File: config.mk
export PLATFORM = sky130hd
export DESIGN_NAME = obi_rr_arbiter_flat
export DESIGN_NICKNAME = d
export VERILOG_FILES = /design/src/rtl/obi_rr_arbiter_if.sv /design/src/rtl/obi_rr_arbiter.sv /design/src/flat_wrapper.sv
export SDC_FILE = /design/constraint.sdc
export NUM_CORES = 1
export LEC_CHECK = 0
export CAP_MARGIN = 30
export CELL_PAD_IN_SITES_DETAIL_PLACEMENT = 0
export CELL_PAD_IN_SITES_GLOBAL_PLACEMENT = 1
export CORE_MARGIN = 4
export CORE_UTILIZATION = 13
export CTS_CLUSTER_DIAMETER = 150
export DETAILED_ROUTE_END_ITERATION = 10
export HOLD_SLACK_MARGIN = 0.06
export PLACE_DENSITY_LB_ADDON = 0.1
export SETUP_SLACK_MARGIN = 0.4
export SYNTH_ARGS = -nofsm -noshare
export SYNTH_HDL_FRONTEND = slang
export SYNTH_SLANG_ARGS = --single-unit
File: constraint.sdc
create_clock -name clk_i -period 3.03 [get_ports clk_i]
set_input_delay 0.909 -clock clk_i [delete_from_list [all_inputs] [get_ports clk_i]]
set_output_delay 0.909 -clock clk_i [all_outputs]
set_load 0.02 [all_outputs]
File: src/rtl/obi_rr_arbiter_if.sv
// Signal bundle between two OBI requesters (scalar S, vector V), the shared
// memory port and the round-robin arbiter.
interface obi_rr_arbiter_if;
   logic        s_req_i;
   logic        s_we_i;
   logic [3:0]  s_be_i;
   logic [31:0] s_addr_i;
   logic [31:0] s_wdata_i;
   logic        s_gnt_o;
   logic        s_rvalid_o;
   logic        s_err_o;
   logic [31:0] s_rdata_o;

   logic        v_req_i;
   logic        v_we_i;
   logic [3:0]  v_be_i;
   logic [31:0] v_addr_i;
   logic [31:0] v_wdata_i;
   logic        v_gnt_o;
   logic        v_rvalid_o;
   logic        v_err_o;
   logic [31:0] v_rdata_o;

   logic        data_req_o;
   logic        data_we_o;
   logic [3:0]  data_be_o;
   logic [31:0] data_addr_o;
   logic [31:0] data_wdata_o;
   logic        data_gnt_i;
   logic        data_rvalid_i;
   logic        data_err_i;
   logic [31:0] data_rdata_i;

   logic        protocol_err_o;
   logic [31:0] contention_cnt_o;

   // Arbiter side.
   modport slave (
      input  s_req_i, s_we_i, s_be_i, s_addr_i, s_wdata_i,
      input  v_req_i, v_we_i, v_be_i, v_addr_i, v_wdata_i,
      input  data_gnt_i, data_rvalid_i, data_err_i, data_rdata_i,
      output s_gnt_o, s_rvalid_o, s_err_o, s_rdata_o,
      output v_gnt_o, v_rvalid_o, v_err_o, v_rdata_o,
      output data_req_o, data_we_o, data_be_o, data_addr_o, data_wdata_o,
      output protocol_err_o, contention_cnt_o
   );

   // Requesters plus memory side, i.e. whoever drives the arbiter.
   modport master (
      output s_req_i, s_we_i, s_be_i, s_addr_i, s_wdata_i,
      output v_req_i, v_we_i, v_be_i, v_addr_i, v_wdata_i,
      output data_gnt_i, data_rvalid_i, data_err_i, data_rdata_i,
      input  s_gnt_o, s_rvalid_o, s_err_o, s_rdata_o,
      input  v_gnt_o, v_rvalid_o, v_err_o, v_rdata_o,
      input  data_req_o, data_we_o, data_be_o, data_addr_o, data_wdata_o,
      input  protocol_err_o, contention_cnt_o
   );
endinterface

File: src/rtl/obi_rr_arbiter.sv
// Two-requester OBI round-robin arbiter with an outstanding-ID FIFO for response routing.
// Define OBI_RR_ARBITER_PERF_EN to build the saturating contention counter.
module obi_rr_arbiter #(
   parameter int unsigned MaxOutstanding = 2
) (
   input  logic            clk_i,
   input  logic            rst_i,
   obi_rr_arbiter_if.slave bus
);

   localparam int unsigned PtrW = (MaxOutstanding > 1) ? $clog2(MaxOutstanding) : 1;
   localparam int unsigned CntW = $clog2(MaxOutstanding + 1);
   localparam logic [PtrW-1:0] LastPtr = PtrW'(MaxOutstanding - 1);
   localparam logic [CntW-1:0] FullCnt = CntW'(MaxOutstanding);

   typedef enum logic {
      SelS = 1'b0,
      SelV = 1'b1
   } sel_e;

   sel_e            sel;
   sel_e            prio_q, prio_d;
   sel_e            lockSel_q, lockSel_d;
   logic            lock_q, lock_d;
   logic [PtrW-1:0] wrPtr_q, wrPtr_d;
   logic [PtrW-1:0] rdPtr_q, rdPtr_d;
   logic [CntW-1:0] cnt_q, cnt_d;
   logic            protErr_q, protErr_d;
   sel_e            fifo_q [MaxOutstanding];

   logic selReq;
   logic full;
   logic empty;
   logic reqOut;
   logic accept;
   logic pop;
   sel_e head;

   // A stalled address phase keeps its requester until the memory accepts it.
   always_comb begin
      sel = SelS;
      if (lock_q) begin
         sel = lockSel_q;
      end else if (bus.s_req_i && bus.v_req_i) begin
         sel = prio_q;
      end else if (bus.v_req_i) begin
         sel = SelV;
      end
   end

   assign selReq = (sel == SelV) ? bus.v_req_i : bus.s_req_i;
   assign full   = (cnt_q == FullCnt);
   assign empty  = (cnt_q == '0);
   assign reqOut = selReq && !full && !rst_i;
   assign accept = reqOut && bus.data_gnt_i;
   assign pop    = bus.data_rvalid_i && !empty && !rst_i;
   assign head   = fifo_q[rdPtr_q];

   assign bus.data_req_o   = reqOut;
   assign bus.data_we_o    = (sel == SelV) ? bus.v_we_i    : bus.s_we_i;
   assign bus.data_be_o    = (sel == SelV) ? bus.v_be_i    : bus.s_be_i;
   assign bus.data_addr_o  = (sel == SelV) ? bus.v_addr_i  : bus.s_addr_i;
   assign bus.data_wdata_o = (sel == SelV) ? bus.v_wdata_i : bus.s_wdata_i;

   assign bus.s_gnt_o    = accept && (sel == SelS);
   assign bus.v_gnt_o    = accept && (sel == SelV);
   assign bus.s_rvalid_o = pop && (head == SelS);
   assign bus.v_rvalid_o = pop && (head == SelV);
   assign bus.s_err_o    = bus.s_rvalid_o && bus.data_err_i;
   assign bus.v_err_o    = bus.v_rvalid_o && bus.data_err_i;
   assign bus.s_rdata_o  = bus.data_rdata_i;
   assign bus.v_rdata_o  = bus.data_rdata_i;

   assign bus.protocol_err_o = protErr_q;

   always_comb begin
      prio_d    = prio_q;
      lock_d    = lock_q;
      lockSel_d = lockSel_q;
      wrPtr_d   = wrPtr_q;
      rdPtr_d   = rdPtr_q;
      cnt_d     = cnt_q;
      protErr_d = protErr_q;
      if (accept) begin
         prio_d  = (sel == SelS) ? SelV : SelS;
         lock_d  = 1'b0;
         wrPtr_d = (wrPtr_q == LastPtr) ? '0 : wrPtr_q + PtrW'(1);
      end else if (reqOut) begin
         lock_d    = 1'b1;
         lockSel_d = sel;
      end else if (!selReq) begin
         lock_d = 1'b0;
      end
      if (pop) begin
         rdPtr_d = (rdPtr_q == LastPtr) ? '0 : rdPtr_q + PtrW'(1);
      end
      case ({accept, pop})
         2'b10:   cnt_d = cnt_q + CntW'(1);
         2'b01:   cnt_d = cnt_q - CntW'(1);
         default: cnt_d = cnt_q;
      endcase
      // A response with nothing outstanding is dropped and flagged until reset.
      if (bus.data_rvalid_i && empty) begin
         protErr_d = 1'b1;
      end
   end

   always_ff @(posedge clk_i or posedge rst_i) begin
      if (rst_i) begin
         prio_q    <= SelS;
         lock_q    <= 1'b0;
         lockSel_q <= SelS;
         wrPtr_q   <= '0;
         rdPtr_q   <= '0;
         cnt_q     <= '0;
         protErr_q <= 1'b0;
         for (int i = 0; i < int'(MaxOutstanding); i++) begin
            fifo_q[i] <= SelS;
         end
      end else begin
         prio_q    <= prio_d;
         lock_q    <= lock_d;
         lockSel_q <= lockSel_d;
         wrPtr_q   <= wrPtr_d;
         rdPtr_q   <= rdPtr_d;
         cnt_q     <= cnt_d;
         protErr_q <= protErr_d;
         if (accept) begin
            fifo_q[wrPtr_q] <= sel;
         end
      end
   end

`ifdef OBI_RR_ARBITER_PERF_EN
   logic [31:0] contCnt_q;

   // Both requesting means one of them necessarily waits this cycle.
   always_ff @(posedge clk_i or posedge rst_i) begin
      if (rst_i) begin
         contCnt_q <= '0;
      end else if (bus.s_req_i && bus.v_req_i && (contCnt_q != '1)) begin
         contCnt_q <= contCnt_q + 32'd1;
      end
   end

   assign bus.contention_cnt_o = contCnt_q;
`else
   assign bus.contention_cnt_o = '0;
`endif

endmodule

File: src/flat_wrapper.sv
// flat-port wrapper written by rule: the top's interface ports become plain ports
module obi_rr_arbiter_flat 
#(
   parameter int unsigned MaxOutstanding = 2
)
  (clk_i, rst_i, bus_s_req_i, bus_s_we_i, bus_s_be_i, bus_s_addr_i, bus_s_wdata_i, bus_v_req_i, bus_v_we_i, bus_v_be_i, bus_v_addr_i, bus_v_wdata_i, bus_data_gnt_i, bus_data_rvalid_i, bus_data_err_i, bus_data_rdata_i, bus_s_gnt_o, bus_s_rvalid_o, bus_s_err_o, bus_s_rdata_o, bus_v_gnt_o, bus_v_rvalid_o, bus_v_err_o, bus_v_rdata_o, bus_data_req_o, bus_data_we_o, bus_data_be_o, bus_data_addr_o, bus_data_wdata_o, bus_protocol_err_o, bus_contention_cnt_o);
  obi_rr_arbiter_if bus_i ();
  input  logic clk_i;
  input  logic rst_i;
  input wire logic [$bits(bus_i.s_req_i)-1:0] bus_s_req_i;
  input wire logic [$bits(bus_i.s_we_i)-1:0] bus_s_we_i;
  input wire logic [$bits(bus_i.s_be_i)-1:0] bus_s_be_i;
  input wire logic [$bits(bus_i.s_addr_i)-1:0] bus_s_addr_i;
  input wire logic [$bits(bus_i.s_wdata_i)-1:0] bus_s_wdata_i;
  input wire logic [$bits(bus_i.v_req_i)-1:0] bus_v_req_i;
  input wire logic [$bits(bus_i.v_we_i)-1:0] bus_v_we_i;
  input wire logic [$bits(bus_i.v_be_i)-1:0] bus_v_be_i;
  input wire logic [$bits(bus_i.v_addr_i)-1:0] bus_v_addr_i;
  input wire logic [$bits(bus_i.v_wdata_i)-1:0] bus_v_wdata_i;
  input wire logic [$bits(bus_i.data_gnt_i)-1:0] bus_data_gnt_i;
  input wire logic [$bits(bus_i.data_rvalid_i)-1:0] bus_data_rvalid_i;
  input wire logic [$bits(bus_i.data_err_i)-1:0] bus_data_err_i;
  input wire logic [$bits(bus_i.data_rdata_i)-1:0] bus_data_rdata_i;
  output wire logic [$bits(bus_i.s_gnt_o)-1:0] bus_s_gnt_o;
  output wire logic [$bits(bus_i.s_rvalid_o)-1:0] bus_s_rvalid_o;
  output wire logic [$bits(bus_i.s_err_o)-1:0] bus_s_err_o;
  output wire logic [$bits(bus_i.s_rdata_o)-1:0] bus_s_rdata_o;
  output wire logic [$bits(bus_i.v_gnt_o)-1:0] bus_v_gnt_o;
  output wire logic [$bits(bus_i.v_rvalid_o)-1:0] bus_v_rvalid_o;
  output wire logic [$bits(bus_i.v_err_o)-1:0] bus_v_err_o;
  output wire logic [$bits(bus_i.v_rdata_o)-1:0] bus_v_rdata_o;
  output wire logic [$bits(bus_i.data_req_o)-1:0] bus_data_req_o;
  output wire logic [$bits(bus_i.data_we_o)-1:0] bus_data_we_o;
  output wire logic [$bits(bus_i.data_be_o)-1:0] bus_data_be_o;
  output wire logic [$bits(bus_i.data_addr_o)-1:0] bus_data_addr_o;
  output wire logic [$bits(bus_i.data_wdata_o)-1:0] bus_data_wdata_o;
  output wire logic [$bits(bus_i.protocol_err_o)-1:0] bus_protocol_err_o;
  output wire logic [$bits(bus_i.contention_cnt_o)-1:0] bus_contention_cnt_o;
  assign bus_i.s_req_i = bus_s_req_i;
  assign bus_i.s_we_i = bus_s_we_i;
  assign bus_i.s_be_i = bus_s_be_i;
  assign bus_i.s_addr_i = bus_s_addr_i;
  assign bus_i.s_wdata_i = bus_s_wdata_i;
  assign bus_i.v_req_i = bus_v_req_i;
  assign bus_i.v_we_i = bus_v_we_i;
  assign bus_i.v_be_i = bus_v_be_i;
  assign bus_i.v_addr_i = bus_v_addr_i;
  assign bus_i.v_wdata_i = bus_v_wdata_i;
  assign bus_i.data_gnt_i = bus_data_gnt_i;
  assign bus_i.data_rvalid_i = bus_data_rvalid_i;
  assign bus_i.data_err_i = bus_data_err_i;
  assign bus_i.data_rdata_i = bus_data_rdata_i;
  assign bus_s_gnt_o = bus_i.s_gnt_o;
  assign bus_s_rvalid_o = bus_i.s_rvalid_o;
  assign bus_s_err_o = bus_i.s_err_o;
  assign bus_s_rdata_o = bus_i.s_rdata_o;
  assign bus_v_gnt_o = bus_i.v_gnt_o;
  assign bus_v_rvalid_o = bus_i.v_rvalid_o;
  assign bus_v_err_o = bus_i.v_err_o;
  assign bus_v_rdata_o = bus_i.v_rdata_o;
  assign bus_data_req_o = bus_i.data_req_o;
  assign bus_data_we_o = bus_i.data_we_o;
  assign bus_data_be_o = bus_i.data_be_o;
  assign bus_data_addr_o = bus_i.data_addr_o;
  assign bus_data_wdata_o = bus_i.data_wdata_o;
  assign bus_protocol_err_o = bus_i.protocol_err_o;
  assign bus_contention_cnt_o = bus_i.contention_cnt_o;
  obi_rr_arbiter #(.MaxOutstanding(MaxOutstanding)) u_core (.clk_i(clk_i), .rst_i(rst_i), .bus(bus_i));
endmodule
==> Word level (Yosys, flattened, before mapping) <==
Index checks and enable logic that the tools add are counted.
{ "totals": {"reg_bits": 10, "output_inout_bits": 173} }
{ "classes": {"n_mux": 21, "magnitude_cmp": 3, "n_eq_ne": 4, "n_bitwise": 5, "n_addsub": 4, "reduce_logical": 20} }
{ "op_table": {"columns": ["op", "count"], "rows": [
  ["32-bit two-way mux", 2],
  ["1-bit two-way mux", 15],
  ["1-bit logical AND", 14],
  ["2-bit equality test (second input constant)", 2],
  ["2-bit greater-or-equal comparator (second input constant)", 2],
  ["4-bit two-way mux", 1],
  ["1-bit NOT with 2-bit output", 2],
  ["2-bit case mux with 2 select lines", 1],
  ["1-bit zero test", 3],
  ["3-bit != test (second input constant)", 1],
  ["1-bit NOT", 3],
  ["1-bit adder (second input constant)", 2],
  ["2-bit by 1-bit adder with 2-bit output (second input constant)", 1],
  ["2-bit bitwise mux", 1],
  ["2-bit by 1-bit equality test with 1-bit output (second input constant)", 1],
  ["2-bit zero test", 1],
  ["2-bit by 1-bit < comparator with 1-bit output (second input constant)", 1],
  ["2-bit AND reduction", 1],
  ["2-bit nonzero test", 1],
  ["2-bit by 1-bit subtractor with 2-bit output (second input constant)", 1],
  ["1-bit demux with 1-bit select", 1]
]} }

==> Logic depth before layout (Yosys ltp) <==
Gate-level depths: netlist of the first run.
{ "depth": {"depth_word": 9, "mapped_depth": 7} }

==> Worst setup path before layout of the first run <==
No wires, ideal clock.
{ "synth_timing": {"path_type": "input to output", "from": "input port bus_v_req_i", "to": "output port bus_data_addr_o[1]", "setup_slack_ps": 37, "t_arrival_ps": 2084, "n_path_buf": 1, "path_stages": 5, "t_required_ps": 2121, "path_cell_list": "inv_1 > a211o_1 > nand2_1 > buf_2 > mux2_2"} }
{ "synth_via": {"elab_chain_len": 4, "word_cells_on_any_way": 5, "cone_classes": "mux: 4; reduce/logical: 1"} }
{ "synth_lines": {"columns": ["element", "line", "source"], "rows": [
  ["start: declaration", "flat_wrapper.sv:15", "input wire logic [$bits(bus_i.v_req_i)-1:0] bus_v_req_i;"],
  ["1-bit two-way mux or 1-bit logical AND (tied branches)", "obi_rr_arbiter.sv:46, obi_rr_arbiter.sv:44", null],
  ["1-bit two-way mux *", "obi_rr_arbiter.sv:44", "end else if (bus.s_req_i && bus.v_req_i) begin"],
  ["1-bit two-way mux *", "obi_rr_arbiter.sv:42", "if (lock_q) begin"],
  ["32-bit two-way mux *", "obi_rr_arbiter.sv:62", "assign bus.data_addr_o = (sel == SelV) ? bus.v_addr_i : bus.s_addr_i;"],
  ["end: declaration", "flat_wrapper.sv:35", "output wire logic [$bits(bus_i.data_addr_o)-1:0] bus_data_addr_o;"]
]} }
Mark *: on every way between the ends. The rest lies on a longest branch, timed or not.

==> Worst setup path in the final report of the first run <==
{ "layout_timing": {"from": "input port bus_s_req_i", "to": "output port bus_data_wdata_o[5]"} }
{ "layout_via": {"elab_chain_len": 4} }
{ "layout_lines": {"columns": ["element", "line", "source"], "rows": [
  ["start: declaration", "flat_wrapper.sv:10", "input wire logic [$bits(bus_i.s_req_i)-1:0] bus_s_req_i;"],
  ["1-bit logical AND", "obi_rr_arbiter.sv:44", null],
  ["1-bit two-way mux", "obi_rr_arbiter.sv:44", null],
  ["1-bit two-way mux", "obi_rr_arbiter.sv:42", null],
  ["32-bit two-way mux", "obi_rr_arbiter.sv:63", "assign bus.data_wdata_o = (sel == SelV) ? bus.v_wdata_i : bus.s_wdata_i;"],
  ["end: declaration", "flat_wrapper.sv:36", "output wire logic [$bits(bus_i.data_wdata_o)-1:0] bus_data_wdata_o;"]
]} }
Every way passes these cells.

==> results of run 1 <==
-- power groups by stage --
stage                     clock network, W  logic (W)  registers, W
after floorplan                          0    0.00145      0.000238
after global placement                   0    0.00233      0.000252
after detailed placement                 0    0.00231      0.000249
after global routing              0.000273    0.00320      0.000259
after CTS                         0.000268    0.00292      0.000248
final                             0.000263    0.00301      0.000248
-- metal layers --
| layer | up-vias | track usage [%] | share of wire, % |
|---|---|---|---|
| met5 | - | 0 | 0 |
| met3 | 13 | 5.53 | 13 |
| met1 | 1004 | 11.5 | 32 |
| met2 | 164 | 20.5 | 54 |
| li1 | 1029 | - | - |
| met4 | 0 | 1.96 | 0.79 |
-- cell families after synthesis --
logic type	Yosys count	synth area share, %
flip-flops	10	11.9
multiplexers	73	38.8
other	1	0.178
AND/OR/NAND/NOR	18	4.80
adder cells (fa/ha/maj)	1	0.593
XOR/XNOR	5	2.08
buffers and inverters	107	37.2
AO/OA/AOI/OAI	9	4.45
-- cells in the mapped netlist --
| cell | count | area (um^2) |
|---|---|---|
| a41oi_1 | 1 | 8.76 |
| mux2_1 | 1 | 11.3 |
| nand2_1 | 4 | 15.0 |
| and2_1 | 1 | 6.26 |
| a21bo_4 | 1 | 16.3 |
| conb_1 | 1 | 3.75 |
| buf_4 | 102 | 766 |
| xor2_1 | 2 | 17.5 |
| o211a_1 | 1 | 10.0 |
| xnor2_1 | 3 | 26.3 |
| a21o_1 | 1 | 7.51 |
| inv_1 | 4 | 15.0 |
| ha_1 | 1 | 12.5 |
| nand4b_1 | 1 | 8.76 |
| nor3b_1 | 2 | 15.0 |
| nand3_2 | 1 | 10.0 |
| mux2_2 | 70 | 788 |
| a211o_1 | 1 | 8.76 |
| and3_1 | 1 | 6.26 |
| nor2_1 | 5 | 18.8 |
| buf_2 | 1 | 5.00 |
| nor2b_1 | 1 | 6.26 |
| mux2i_1 | 2 | 20.0 |
| dfrtp_1 | 10 | 250 |
| a2111oi_4 | 1 | 27.5 |
| and2b_4 | 1 | 10.0 |
| nand3_1 | 1 | 5.00 |
| a21oi_1 | 3 | 15.0 |
-- path summary, 6_finish.rpt --
check                                                from                         to  cells after the start
worst max-delay path                          bus_s_req_i        bus_data_wdata_o[5]                      8
worst min-delay path            u_core.bus.protocol_err_o  u_core.bus.protocol_err_o                      1
worst max register to register              u_core.lock_q            u_core.cnt_q[1]                      8
worst min register to register  u_core.bus.protocol_err_o  u_core.bus.protocol_err_o                      1
max in group asynchronous                           rst_i             u_core.rdPtr_q                      3
min in group asynchronous                           rst_i              u_core.lock_q                      3
-- cell type report --
cell class | instances | area (um^2) | share of cell area [%]
flip-flops and latches | 10 | 250 | 5.26
inverters | 4 | 20.0 | 0.421
repair buffers | 267 | 2700 | 56.7
clock buffers | 4 | 88.8 | 1.87
multi-input cells | 138 | 1430 | 30.1
well taps | 216 | 270 | 5.68
-- repair_timing --
action                     CTS  global route
setup buffers               17             8
setup endpoints to repair   77            74
gates resized for setup    474            29
pin swaps                    6             4
cloned                       4             0
-- flip-flops by register name, indices dropped and copies added, names as in the netlist --
name and count:
u_core.cnt_q 2, u_core.fifo_q 2, u_core.bus.protocol_err_o 1, u_core.lockSel_q 1, u_core.lock_q 1, u_core.prio_q 1, u_core.rdPtr_q 1, u_core.wrPtr_q 1
-- through the flow --
stage               total power, W  setup slack [ns]  setup TNS (ns)  cell area, um^2
global route               0.00373            -0.170           -8.64             4760
CTS                        0.00344            -0.180           -7.35             4610
finish                     0.00352            -0.101           -3.90             4760
detailed placement         0.00256            -0.986          -67.59             4140
floorplan                  0.00169             0.189               0             2280
global placement           0.00258            -0.997          -68.79             4140
-- worst max-delay path: stages --
cell and delay, ns:
buf_6 0.09, a211o_1 0.29, nand2_4 0.11, buf_12 0.15, buf_6 0.11, buf_16 0.11, mux2_4 0.30, buf_6 0.13
==> reports/qor.yml, run 1 <==
placement:
  place.gp.congestion: 0.790
  io_buffers: 221
  post-place-cells: 606
  dp_hpwl_um: 9210
power_and_ir_drop:
  p_sw_share_pct: 38.9
  peakVddDrop_v: 0.000319
  internal_power_w: 0.00215
  power.leakage_nw: 2.15
  comb_power_share_pct: 85.5
  power_switching_w: 0.00137
  clock_power_share_pct: 7.4
  sequentialPowerShare_pct: 7.0
  powerDensity_nw_per_um2: 740
die:
  die_height_um: 135
  boundaryPins: 350
  num_rows: 46
  die_w_um: 135
  die-area_um2: 18300
  start_util_pct: 13.3
  fp.coreArea_um2: 15900
yosys:
  netlist_instances: 224
  ys_seq_area_share_pct: 11.9
  yosys_warnings: 0
  synth-seq-cells: 10
  syn_area_um2: 2110
  ys_types: 28
  syn-mean-instance-area_um2: 9.42
worst_setup_path:
  critPathKind: "in -> out"
  cp-start-kind: "input port"
  crit_fanout: 5
  endpoint_kind: "output port"
  crit_required_ns: 2.12
  ff2ff_setup_slack_ns: 1.14
  crit_arrival_ns: 2.22
clock_tree:
  cts_buffers: 3
  cts_tree: "done"
  h-tree-depth: 1
  cts_root_buf: "clkbuf_16"
  hold_buffers: 0
  clock_sinks: 10
  insertion_delay_ns: 0.24
  clk_pin_slew_ns: 0.04
  clockBufferDepth: 2
drt:
  num_vias: 2210
  vias_per_cell: 3.46
  wl_per_cell_um: 17.3
  drt-total-wl_um: 11100
  drt_iter0_drc: 28
  antenna_left: 0
  drc_errors: 0
  drtPass1Iterations: 4
global_route:
  grt_overflow: 0
  antenna_found_initial: 0
  grt_pass1_wl_um: 15700
  grt_pass1_vias: 2453
  grt_use_total_pct: 11.1
  grt_max_degree: 11
finish:
  layout_commonest_cell: "clkdlybuf4s50_1"
  area_delta_synth_final_pct: 125
  fill_cells: 1706
  mostFrequentLayoutCells: "141 x clkdlybuf4s50_1, 58 x buf_6, 46 x mux2_4"
  nets: 602
  fin_util_pct: 30.0
  insertedDiodeCount: 0
  drive_gt1_share_pct: 51.1
  stdcell_count: 639
run_status:
  status: "finished, violations left"
  violations: "negative setup slack"
timing:
  finalCriticalPeriod_ns: 3.13
  period_share_pct: 103
  hold_violations: 0
  hold_ws_ns: 0.454
  setup_slack_ns: -0.101
  fin_skew_ns: 0.00217
  drv_slew: 0
  max_freq_mhz: 319
  rsz0062_at_grt: "true"
  setup_viol: 67
hold_path:
  hold_path.class: "reg -> reg"
job:
  cap_violations: 0
(Power assumes the default switching activity.)
==> inputs of run 2 (changes only) <==
--- a/config.mk
+++ b/config.mk
@@ -8,10 +8,10 @@
 export CAP_MARGIN = 30
 export CELL_PAD_IN_SITES_DETAIL_PLACEMENT = 0
 export CELL_PAD_IN_SITES_GLOBAL_PLACEMENT = 1
-export CORE_MARGIN = 4
-export CORE_UTILIZATION = 13
+export CORE_AREA = 4 4 132 134
 export CTS_CLUSTER_DIAMETER = 150
 export DETAILED_ROUTE_END_ITERATION = 10
+export DIE_AREA = 0 0 136 138
 export HOLD_SLACK_MARGIN = 0.06
 export PLACE_DENSITY_LB_ADDON = 0.1
 export SETUP_SLACK_MARGIN = 0.4
==> constraint.sdc (replaced) <==
create_clock -name clk_i -period 4 [get_ports clk_i]
set_input_delay 1.2 -clock clk_i [delete_from_list [all_inputs] [get_ports clk_i]]
set_output_delay 1.2 -clock clk_i [all_outputs]
set_load 0.02 [all_outputs]
==> run 2 against run 1 <==
Compared with the run above:
- critical path type unchanged
- count of clock-buffer cells in the layout is the same
- via count grew 2.6%
- the run now ends clean
- sequential power shrank 24%
- design area grew 10%
- total power shrank 8.6%
- non-clock buffer count grew 21
- largest power group unchanged
- core utilization grew 2.3 points
==> reports/qor.yml, run 2 (same netlist as run 1, synthesis figures left out) <==
run_status:
  status: "finished, final reports clean"
worst_setup_path:
  crit_required_ns: 2.80
  crit_fanout: 7
  endpoint_kind: "output port"
  cp-start-kind: "input port"
  reg2reg_depth: 8
  crit_arrival_ns: 2.73
  critPathKind: "in -> out"
drt:
  drc_errors: 0
  vias_per_cell: 3.41
  drt_iter0_drc: 25
  antenna_left: 0
  drt-total-wl_um: 11700
  drtPass1Iterations: 3
  num_vias: 2268
  wl_per_cell_um: 17.6
timing:
  finalCriticalPeriod_ns: 3.93
  rsz0062_at_grt: "true"
  max_freq_mhz: 255
  fin_skew_ns: 0.00161
  setup_viol: 0
  hold_violations: 0
  drv_slew: 0
  period_share_pct: 98.2
  setup_slack_ns: 0.0728
finish:
  fin_util_pct: 32.3
  drive_gt1_share_pct: 51.0
  layout_commonest_cell: "clkdlybuf4s50_1"
  mostFrequentLayoutCells: "141 x clkdlybuf4s50_1, 92 x buf_6, 65 x mux2_4"
  reg_top3: "u_core.cnt_q: 2 flops, u_core.fifo_q: 2 flops"
  nets: 624
  area_delta_synth_final_pct: 149
die:
  fp.coreArea_um2: 16300
  num_rows: 47
  start_util_pct: 13.0
  boundaryPins: 350
  die_height_um: 138
  die_w_um: 136
  die-area_um2: 18800
global_route:
  grt_pass1_vias: 2546
  grt_max_degree: 11
  grt_pass1_wl_um: 16400
  grt_overflow: 0
  grt_use_total_pct: 11.7
  antenna_found_initial: 1
clock_tree:
  clockBufferDepth: 2
  clk_pin_slew_ns: 0.04
  cts_root_buf: "clkbuf_16"
  cts_buffers: 3
  h-tree-depth: 1
  clock_sinks: 10
  insertion_delay_ns: 0.24
  cts_tree: "done"
  hold_buffers: 0
hold_path:
  hold_path.class: "reg -> reg"
  min_path_cells: 1
power_and_ir_drop:
  peakVddDrop_v: 0.000221
  powerDensity_nw_per_um2: 613
  power.leakage_nw: 2.44
placement:
  io_buffers: 221
  dp_hpwl_um: 9420
  place.gp.congestion: 0.776
  place_ws_ns: -0.571
job:
  cap_violations: 0
run 2: worst paths after layout:
path | start | endpoint | slack, ns
max | bus_s_req_i | bus_data_wdata_o[9] | 0.07
min | u_core.bus.protocol_err_o | u_core.bus.protocol_err_o | 0.46
max reg2reg | u_core.lock_q | u_core.cnt_q[1] | 1.98
min reg2reg | u_core.bus.protocol_err_o | u_core.bus.protocol_err_o | 0.46
max in group asynchronous | rst_i | u_core.cnt_q[1] | 2.50
min in group asynchronous | rst_i | u_core.wrPtr_q | 1.21
run 2: metrics by stage:
stage | hold slack, ns | total power, W | instance area, um^2 | setup TNS, ns | cells
6_report | 0.456 | 0.00322 | 5260 | 0 | 666
5_1_grt | 0.480 | 0.00339 | 5260 | 0 | 666
4_1_cts | 0.461 | 0.00291 | 4860 | 0 | 655
3_5_place_dp | 0.451 | 0.00192 | 4090 | -33.21 | 611
3_3_place_gp | 0.443 | 0.00193 | 4090 | -32.48 | 611
2_1_floorplan | 0.463 | 0.00124 | 2230 | 0 | 255
run 2: cell type report:
type / count / area (um^2)
fill: 1729 / 11000
timing repair buffer: 288 / 3130
sequential: 10 / 250
inverter: 4 / 15.0
clock buffer: 4 / 88.8
tap: 220 / 275
antenna: 1 / 2.50
multi-input combinational: 139 / 1490
run 2: layer usage:
metal	vias up	track usage [%]	part of all wire, %
li1	1078	-	-
met1	1032	12.1	35
met2	133	22.4	55
met3	25	3.13	8.2
met4	0	3.45	1.7
met5	-	0	0
run 2: critical path, cell delays in order:
cell,delay (ns)
buf_6,0.10
a211o_4,0.36
buf_12,0.14
nand2_8,0.06
buf_12,0.13
buf_12,0.10
buf_16,0.11
buf_4,0.11
mux2_4,0.29
buf_6,0.13
run 2: timing repair:
action | 4_1_cts | 5_1_grt
endpoints found under the setup margin | 76 | 72
cloned | 6 | 0
setup buffers | 34 | 10
pin swaps | 3 | 2
gates resized for setup | 459 | 102
run 2: report_power, final:
group | switching (W) | internal, W
clock | 0.0000493 | 0.000151
sequential | 0.0000411 | 0.000147
combinational | 0.00109 | 0.00174
total | 0.00118 | 0.00204
